## src/rtl/alu_pkg.sv

```systemverilog
// Shared definitions for the ALU issue stage: op codes, ALU control encodings
// and the per-entry record held in the issue FIFO.
package alu_pkg;

  localparam logic [3:0] OP_ADD = 4'd0;
  localparam logic [3:0] OP_SUB = 4'd1;
  localparam logic [3:0] OP_AND = 4'd2;
  localparam logic [3:0] OP_OR  = 4'd3;
  localparam logic [3:0] OP_XOR = 4'd4;
  localparam logic [3:0] OP_NOR = 4'd5;

  typedef enum logic [2:0] {
    ALUC_ADD     = 3'b000,
    ALUC_SUB     = 3'b001,
    ALUC_AND     = 3'b010,
    ALUC_OR      = 3'b011,
    ALUC_XOR     = 3'b100,
    ALUC_NOR     = 3'b101,
    ALUC_ILLEGAL = 3'b111
  } alu_ctrl_e;

  typedef struct packed {
    logic [31:0] src1;
    logic [31:0] src2;
    alu_ctrl_e   ctrl;
    logic [4:0]  rd;
    logic        err;
  } entry_t;

  function automatic alu_ctrl_e decode_op(input logic [3:0] op);
    case (op)
      OP_ADD:  return ALUC_ADD;
      OP_SUB:  return ALUC_SUB;
      OP_AND:  return ALUC_AND;
      OP_OR:   return ALUC_OR;
      OP_XOR:  return ALUC_XOR;
      OP_NOR:  return ALUC_NOR;
      default: return ALUC_ILLEGAL;
    endcase
  endfunction

endpackage

```

## src/rtl/issue_fifo.sv

```systemverilog
// DEPTH-entry synchronous FIFO with occupancy count; storage is unreset,
// only pointers and count clear on reset.
module issue_fifo
  import alu_pkg::*;
#(
  parameter type         T     = entry_t,
  parameter int unsigned DEPTH = 2,
  parameter int unsigned CW    = 2
) (
  input  logic          clk,
  input  logic          reset,
  input  logic          push,
  input  T              wdata,
  input  logic          pop,
  output T              rdata,
  output logic          full,
  output logic          empty,
  output logic [CW-1:0] count
);

  localparam int unsigned AW = (DEPTH > 1) ? $clog2(DEPTH) : 1;

  T           mem [DEPTH];
  logic [AW-1:0] wptr;
  logic [AW-1:0] rptr;
  logic       do_push;
  logic       do_pop;

  assign full    = (count == CW'(DEPTH));
  assign empty   = (count == '0);
  assign do_push = push && !full;
  assign do_pop  = pop && !empty;
  assign rdata   = mem[rptr];

  always_ff @(posedge clk) begin
    if (do_push) mem[wptr] <= wdata;
  end

  // Pointers wrap naturally because DEPTH is a power of two.
  always_ff @(posedge clk or posedge reset) begin
    if (reset) begin
      wptr  <= '0;
      rptr  <= '0;
      count <= '0;
    end else begin
      if (do_push) wptr <= wptr + AW'(1);
      if (do_pop)  rptr <= rptr + AW'(1);
      case ({do_push, do_pop})
        2'b10:   count <= count + CW'(1);
        2'b01:   count <= count - CW'(1);
        default: count <= count;
      endcase
    end
  end

endmodule

```

## src/rtl/alu_issue_stage.sv

```systemverilog
// Execute-stage front end: decodes and buffers operations, drives the ALU from
// the FIFO head and registers the ALU result toward writeback.
module alu_issue_stage
  import alu_pkg::*;
#(
  parameter int unsigned DEPTH = 2,
  parameter int unsigned CW    = 2
) (
  input  logic          clk,
  input  logic          reset,
  input  logic          in_valid,
  output logic          in_ready,
  input  logic [3:0]    in_op,
  input  logic [31:0]   in_rs1_val,
  input  logic [31:0]   in_rs2_val,
  input  logic [15:0]   in_imm,
  input  logic          in_use_imm,
  input  logic [4:0]    in_rd,
  output logic [31:0]   alu_src1,
  output logic [31:0]   alu_src2,
  output logic [2:0]    alu_control,
  input  logic [31:0]   alu_result,
  input  logic          alu_zero,
  output logic          out_valid,
  input  logic          out_ready,
  output logic [31:0]   out_result,
  output logic          out_zero,
  output logic [4:0]    out_rd,
  output logic          out_err,
  output logic [CW-1:0] count
);

  entry_t in_entry;
  entry_t head;
  logic   full;
  logic   empty;
  logic   push;
  logic   pop;

  always_comb begin
    in_entry      = '0;
    in_entry.src1 = in_rs1_val;
    in_entry.src2 = in_use_imm ? {{16{in_imm[15]}}, in_imm} : in_rs2_val;
    in_entry.ctrl = decode_op(in_op);
    in_entry.rd   = in_rd;
    in_entry.err  = (in_op > OP_NOR);
  end

  assign in_ready = !full;
  assign push     = in_valid && !full;
  assign pop      = !empty && (!out_valid || out_ready);

  issue_fifo #(
    .T     (entry_t),
    .DEPTH (DEPTH),
    .CW    (CW)
  ) u_fifo (
    .clk   (clk),
    .reset (reset),
    .push  (push),
    .wdata (in_entry),
    .pop   (pop),
    .rdata (head),
    .full  (full),
    .empty (empty),
    .count (count)
  );

  // Stale storage must never reach the ALU, so an empty FIFO forces zeros.
  assign alu_src1    = empty ? '0 : head.src1;
  assign alu_src2    = empty ? '0 : head.src2;
  assign alu_control = empty ? '0 : head.ctrl;

  always_ff @(posedge clk or posedge reset) begin
    if (reset) begin
      out_valid  <= 1'b0;
      out_result <= '0;
      out_zero   <= 1'b0;
      out_rd     <= '0;
      out_err    <= 1'b0;
    end else if (pop) begin
      out_valid  <= 1'b1;
      out_result <= alu_result;
      out_zero   <= alu_zero;
      out_rd     <= head.rd;
      out_err    <= head.err;
    end else if (out_ready) begin
      out_valid  <= 1'b0;
    end
  end

endmodule

```

## config.mk

```make
export PLATFORM = sky130hd
export DESIGN_NAME = alu_issue_stage
export DESIGN_NICKNAME = d
export VERILOG_FILES = /design/src/rtl/alu_pkg.sv /design/src/rtl/issue_fifo.sv /design/src/rtl/alu_issue_stage.sv
export SDC_FILE = /design/constraint.sdc
export NUM_CORES = 1
export LEC_CHECK = 0
export BUFFER_PORTS_ARGS = -buffer_cell sky130_fd_sc_hd__clkbuf_2
export CAP_MARGIN = 10
export CORE_MARGIN = 1
export CORE_UTILIZATION = 45
export CTS_CLUSTER_SIZE = 10
export DETAILED_ROUTE_END_ITERATION = 8
export HOLD_SLACK_MARGIN = 0.12
export PLACE_DENSITY_LB_ADDON = 0.15
export SYNTH_ARGS = -nofsm -noshare
export SYNTH_HDL_FRONTEND = slang
export SYNTH_SLANG_ARGS = --single-unit
```

## constraint.sdc

```tcl
create_clock -name clk -period 5.6 [get_ports clk]
set_clock_uncertainty 0.2 [all_clocks]
set_input_delay 0.28 -clock clk [delete_from_list [all_inputs] [get_ports clk]]
set_output_delay 0.28 -clock clk [all_outputs]
set_load 0.01 [all_outputs]
```

==> metrics.txt, run 1 <==
Netlist Area Pre-Place ~7500 µm²; sequential area share after synthesis roughly 73%; Crit path required time around 5100 ps; top cell type's share of synthesized area 58.3%; area of the multi-input gates between 1500 and 2000 µm²; EDFF count, synth about 150; Initial Utilization approximately 47%; grt total ovfl 0; IO Pins around 240; initial antenna violation count 0; GR Util All Layers about 20%; Hold Crit Class input pin to async pin; Syn Area/Cell 16.2 µm²; PwrDens a little under 500 nW/µm²; Highest Clock Rate roughly 0.34 GHz; period utilization 52.9%; clk_lat worst skew 420 ps; nets 953; H-tree depth 4; DRC Markers 0; CTS tree yes; CP arrival roughly 2500 ps; Synth Register Bits 190; # clock sinks 190; max-cap violation count 0; number of global-route vias before repair 5,354; Post-CTS Setup Bufs 0; synth top area cells edfxtp_1, dfrtp_1, mux2i_1; Starting DRT DRC Count approximately 300; fraction of registers with async set/reset a little under a quarter; number of inserted diodes 0; largest net degree at the start of global routing 74; GPL Wtd Cong between 0.7 and 0.8; post-DP HPWL approximately 10 mm; share of layout cells above drive strength 1 40.3%; CP max FO 41; Worst-path clk slew ~60 ps; Die ar. ~17,000 µm²; YS warnings 0; Synth Instances approximately 460; VDD IR max 0.288 mV; ys flop type edfxtp_1; FILL cells about 1,200; drt via density ~4.7; most frequent cell after synthesis edfxtp_1; Synthesized Nets just under 600; Reg area roughly 5500 µm²; die width approximately 130 µm; Die H roughly 130 µm; critical path startpoint category flop; unrepaired setup endpoints after global routing false; outcome finished clean; worst hold slack 239 ps; post-layout minimum cycle time between 2000 and 3000 ps; Detailed Route WL 16.5 mm; Synth area leader edfxtp_1; final hold viol count 0; Leak Pwr around 0.0046 µW; vias after detailed routing between 5,000 and 6,000; slew margin rel. a little under a third; clock buffer depth 2; global-route wire length before repair around 26 mm; Worst-Margin Slew 1050 ps; Core ar. between 15,000 and 20,000 µm²; Slew Viols, Final 0; Wirelength per Cell 15.6 µm; total CTS buffers 17; Routed Antenna Nets 0; Row Count 46; endpoints failing setup 0; synth cell count leaders edfxtp_1, nor2_1, mux2i_1, mux2_2, dfrtp_1; Pwr Total between 5000 and 6000 µW; root buffer cell clkbuf_16; CP Class flop to primary output; setup_tns 0 ps; CTS resizes 0; Synth cell types 23; Port Buffers 236; crit path capture type primary output; Area Overhead vs Synth 42.7%; number of iterations in the first detailed-routing pass 4; # hold bufs at CTS about 130
==> state kept, by name (all words and copies together) (netlist names) <==
signal,count
u_fifo.rptr,1
out_valid,1
u_fifo.wptr,1
out_rd,5
out_err,1
u_fifo.mem,146
out_zero,1
u_fifo.count,2
out_result,32
==> path summary, 6_finish.rpt <==
check | end | from | cells after the start | slack [ps]
setup reg to reg | u_fifo.mem[0][6] | u_fifo.count[0] | 4 | 2900
setup / recovery | alu_src2[3] | u_fifo.rptr | 4 | 2640
hold / removal | out_result[3] | reset | 3 | 240
min in group clk | out_result[19] | out_result[19] | 1 | 290
hold reg to reg | out_result[19] | out_result[19] | 1 | 290
max in group asynchronous | out_result[17] | reset | 4 | 4250
==> cells by family (layout without fill, tap and decap cells) <==
logic type               count (synthesis)  count (layout)  share of synthesized area [%]
AND/OR/NAND/NOR                         78              78                           4.19
multiplexers                           127             127                           17.9
adder cells (fa/ha/maj)                  1               1                          0.166
XOR/XNOR                                 5               5                          0.582
AO/OA/AOI/OAI                           19              19                           1.41
flip-flops                             190             190                           72.9
buffers and inverters                   44             418                           2.88
==> where the power goes <==
group	switching (µW)	internal (µW)	leakage, µW
registers	211	1980	0.00186
clock network	513	700	0.000279
logic	1040	830	0.00249
total	1760	3510	0.00464
==> area by class of cell <==
type / instances / area share, %
multi-input cells: 230 / 17.1
well taps: 216 / 2.52
repair buffers: 366 / 23.0
clock inverters: 15 / 1.58
clock buffers: 17 / 3.96
flip-flops and latches: 190 / 51.1
inverters: 20 / 0.699
==> metal layers <==
layer / share of wire (%) / global-route usage, % / up-vias
met3: 4.8 / 3.94 / 17
met2: 52 / 34.7 / 170
met4: 1.4 / 7.11 / 0
li1: - / - / 2402
met5: 0 / 0 / -
met1: 42 / 24.0 / 2412
==> per-stage QoR <==
step	setup WS (ps)	std cells	util (%)	instance area, µm²
2_1_floorplan	1010	464	-	7530
3_3_place_gp	2900	897	55.2	8890
3_5_place_dp	2880	897	55.2	8890
4_1_cts	2590	1054	66.6	10700
5_1_grt	2480	1054	66.6	10700
6_report	2640	1054	66.6	10700
==> cells in the final DEF, fill, tap and decap left out <==
cell type        n
or2_2            3
ha_1             1
dfrtp_4          1
clkinvlp_2       1
clkinvlp_4       4
nand2b_1         1
xor2_1           2
xnor2_1          3
clkinv_2         3
clkbuf_16       17
and2_1           1
mux2i_1         67
edfxtp_1       146
clkinv_4         1
dfrtp_1         43
mux2_2          58
nor2_1          68
mux2_1           2
nand2_1          2
bufinv_16        3
o21ai_0         18
clkinv_1         2
inv_6            2
and3_4           1
dlygate4sd3_1  125
nor2_4           2
a21oi_4          1
buf_4            5
clkbuf_2       236
inv_1           19
==> worst max-delay path, cell delays in order, from the launching register on <==
cell	delay, ps
dfrtp_4	820
buf_4	680
mux2i_1	260
nor2_1	80
clkbuf_2	170
Note: power is estimated with default switching activity, not from simulation.
==> run 2: changes to the inputs <==
- ABC_AREA: default -> 1
- clock period: 5.6 -> 2.9 ns (I/O delays scaled with it)
==> run 2 against run 1 <==
Compared with the run above: total power is 99% higher; via count is 20% higher; sequential cell count stayed put; register-to-register slack worse by 2100 ps; count of clock-buffer cells in the layout stayed put; non-clock buffer count is 14 higher; die area is 0.27% higher.
==> metrics.txt, run 2 <==
outcome finished clean (unchanged); unrepaired setup endpoints after global routing false (unchanged); max reg flops 146 (unchanged); CP arrival 2400 ps (was 2480 ps); endpoints failing setup 0 (unchanged); FILL cells 1,207 (was 1,206); Slew Viols, Final 0 (unchanged); largest net degree at the start of global routing 74 (unchanged); number of inserted diodes 0 (unchanged); Die H 131 µm (about the same); grt total ovfl 0 (unchanged); max-cap violation count 0 (unchanged); # clock sinks 190 (unchanged); most frequent cell after synthesis nand2_1 (was edfxtp_1); total CTS buffers 17 (unchanged); crit path capture type flop (was primary output); synth cell count leaders nand2_1, edfxtp_1, a21oi_1, dfrtp_1, inv_1 (was edfxtp_1, nor2_1, mux2i_1, mux2_2, dfrtp_1); Core ar. 16,100 µm² (unchanged); Port Buffers 236 (unchanged); multiplexer share of the synthesized area 0% (was 17.9%); compound-gate portion of the synthesized area 6.63% (was 1.41%); Leak Pwr 0.00499 µW (was 0.00464 µW); Highest Clock Rate around 0.41 GHz; sequential area share after synthesis 72.7% (was 72.9%); Syn Area/Cell 11.1 µm² (was 16.2 µm²); Synth cell types 18 (was 23); setup_tns 0 ps (unchanged); Area Overhead vs Synth 44.7% (was 42.7%); global-route wire length before repair 28.6 mm (was 26.4 mm); period utilization a little over four fifths; main combinational cell family by area after synthesis simple AND/OR/NAND/NOR gates (was multiplexers); slew margin rel. 40.8% (was 30.1%); met2 wire len 9.10 mm (was 8.50 mm); GPL Wtd Cong 0.759 (was 0.736); Synthesized Nets 810 (was 592); synth top area cells edfxtp_1, nand2_1, dfrtp_1 (was edfxtp_1, dfrtp_1, mux2i_1); Synth Register Bits 190 (unchanged); post-DP HPWL 10.4 mm (was 10.0 mm); Post-CTS Setup Bufs 0 (unchanged); critical path startpoint category input pin (was flop); initial antenna violation count 0 (unchanged); placed inst area 8950 µm² (was 8890 µm²); most frequent cells in the layout nand2_1, clkbuf_2, edfxtp_1 (was clkbuf_2, edfxtp_1, dlygate4sd3_1); Synth area leader edfxtp_1 (unchanged); number of iterations in the first detailed-routing pass 4 (unchanged); post-layout util 67.8% (was 66.6%); highest metal used met4 (unchanged); Die ar. 17,300 µm² (was 17,200 µm²); Wirelength per Cell 14.2 µm (was 15.6 µm); die width 131 µm (about the same); clock buffer depth 2 (unchanged); flop-to-flop setup slack 830 ps (was 2900 ps); met3 WL 1.06 mm (was 799 µm); dpl cells 1,108 (was 897); vias after detailed routing 5,986 (was 5,001); Met1 Wirelength 7.63 mm (was 6.95 mm); drt via density 4.70 (was 4.74); Worst-Margin Slew 886 ps (was 1050 ps); number of global-route vias before repair 5,838 (was 5,354); clk_lat worst skew 420 ps (about the same); Routed Antenna Nets 0 (unchanged); Worst-path clk slew 70 ps (was 60 ps); H-tree depth 4 (unchanged); top flop regs u_fifo.mem (146), out_result (32), out_rd (5) (unchanged); GR Util All Layers 21.1% (was 19.7%); Crit path required time 2860 ps (was 5120 ps); IO Pins 237 (unchanged); root buffer cell clkbuf_16 (unchanged); Reg with most FFs u_fifo.mem (unchanged); worst hold slack 248 ps (was 239 ps); leading cell type in the layout, fill and taps excluded nand2_1 (was clkbuf_2); post-layout minimum cycle time around 2400 ps; R2R Path Start u_fifo.count[0] (unchanged); xor-xnor portion of the synthesized cell area 0.116% (was 0.582%); top cell type's share of synthesized area 58.1% (was 58.3%); Post-Synth Simple-Gate Area 15.7% (was 4.19%); Initial Utilization 46.8% (was 46.7%); CP Class input pin to flop (was flop to primary output); Starting DRT DRC Count 315 (was 304); Synth Instances 682 (was 464); EDFF count, synth 146 (unchanged); share of layout cells above drive strength 1 27.3% (was 40.3%); YS warnings 0 (unchanged); ys flop type edfxtp_1 (unchanged); final non-filler cell total 1,273 (was 1,054); Detailed Route WL 18.1 mm (was 16.5 mm); fraction of registers with async set/reset 23.2% (unchanged); Hold Crit Class input pin to async pin (unchanged); CP max FO 3 (was 41); Netlist Area Pre-Place 7550 µm² (was 7530 µm²); nets 1,172 (was 953); CTS tree yes (unchanged); Design Area, Final 10,900 µm² (was 10,700 µm²); DRC Markers 0 (unchanged); PwrDens 964 nW/µm² (was 492 nW/µm²); VDD IR max 0.456 mV (was 0.288 mV); R2R depth 6 (was 4); final hold viol count 0 (unchanged); adder-cell share of the synthesized area 0.166% (about the same); Row Count 46 (unchanged); RR Endpoint out_result[8] (was u_fifo.mem[0][6])
-- run 2: cell count changes after synthesis, sizes merged, moves of 11 or more --
cell | before | now
a21oi | 1 | 67
mux2 | 60 | 0
nand2 | 2 | 300
buf | 18 | 29
o21ai | 18 | 33
inv | 20 | 44
nor2 | 70 | 4
mux2i | 67 | 0
-- run 2: power breakdown --
group	leakage, µW	internal [µW]	switching (µW)
Combinational	0.00280	1450	2480
Sequential	0.00189	3800	322
Clock	0.000296	1460	1020
Total	0.00499	6710	3820
-- run 2: what timing repair did --
item,4_1_cts,5_1_grt
endpoints found under the setup margin,0,0
hold buffers,133,0
gates resized for setup,0,0
endpoints found under the hold margin,231,0
-- run 2: cell families after synthesis --
group	count (synthesis)
XOR/XNOR	1
buffers and inverters	81
AND/OR/NAND/NOR	309
AO/OA/AOI/OAI	100
adder cells (fa/ha/maj)	1
flip-flops	190
-- run 2: worst max path at each step --
stage / slack, ps / cells past startpoint / from / end
after global placement: 1060 / 5 / u_fifo.rptr / alu_src2[24]
after detailed placement: 1000 / 5 / u_fifo.count[0] / u_fifo.mem[1][63]
after floorplan: 20 / 4 / u_fifo.count[0] / u_fifo.mem[0][0]
after CTS: 510 / 7 / in_op[3] / u_fifo.mem[0][6]
after global routing: 420 / 7 / in_op[3] / u_fifo.mem[1][6]
final: 460 / 7 / in_op[3] / u_fifo.mem[0][6]
-- run 2: per-stage QoR --
stage	setup WS [ps]	power, µW
final	459	10500
after global routing	423	11200
after detailed placement	1000	7920
after floorplan	18.0	6360
after global placement	1060	7890
after CTS	509	10600
-- run 2: critical path, cell delays in order --
cell	delay, ps
dlygate4sd3_1	550
clkbuf_2	120
or2_2	280
dlygate4sd3_1	590
nand2_1	90
nand2_1	50
dlygate4sd3_1	570
-- run 2: area by class of cell --
class / count / area [µm²] / share of cell area (%)
Clock buffer: 17 / 425 / 3.90
Inverter: 44 / 166 / 1.52
Sequential cell: 190 / 5490 / 50.2
Clock inverter: 15 / 209 / 1.91
Timing Repair Buffer: 380 / 2650 / 24.2
Tap cell: 216 / 270 / 2.47
Multi-Input combinational cell: 411 / 1720 / 15.7
-- run 2: layer usage --
layer / GRT usage (%) / vias up
met5: 0 / -
met4: 7.24 / 0
met3: 4.36 / 18
met2: 36.6 / 233
met1: 26.3 / 2769
li1: - / 2966
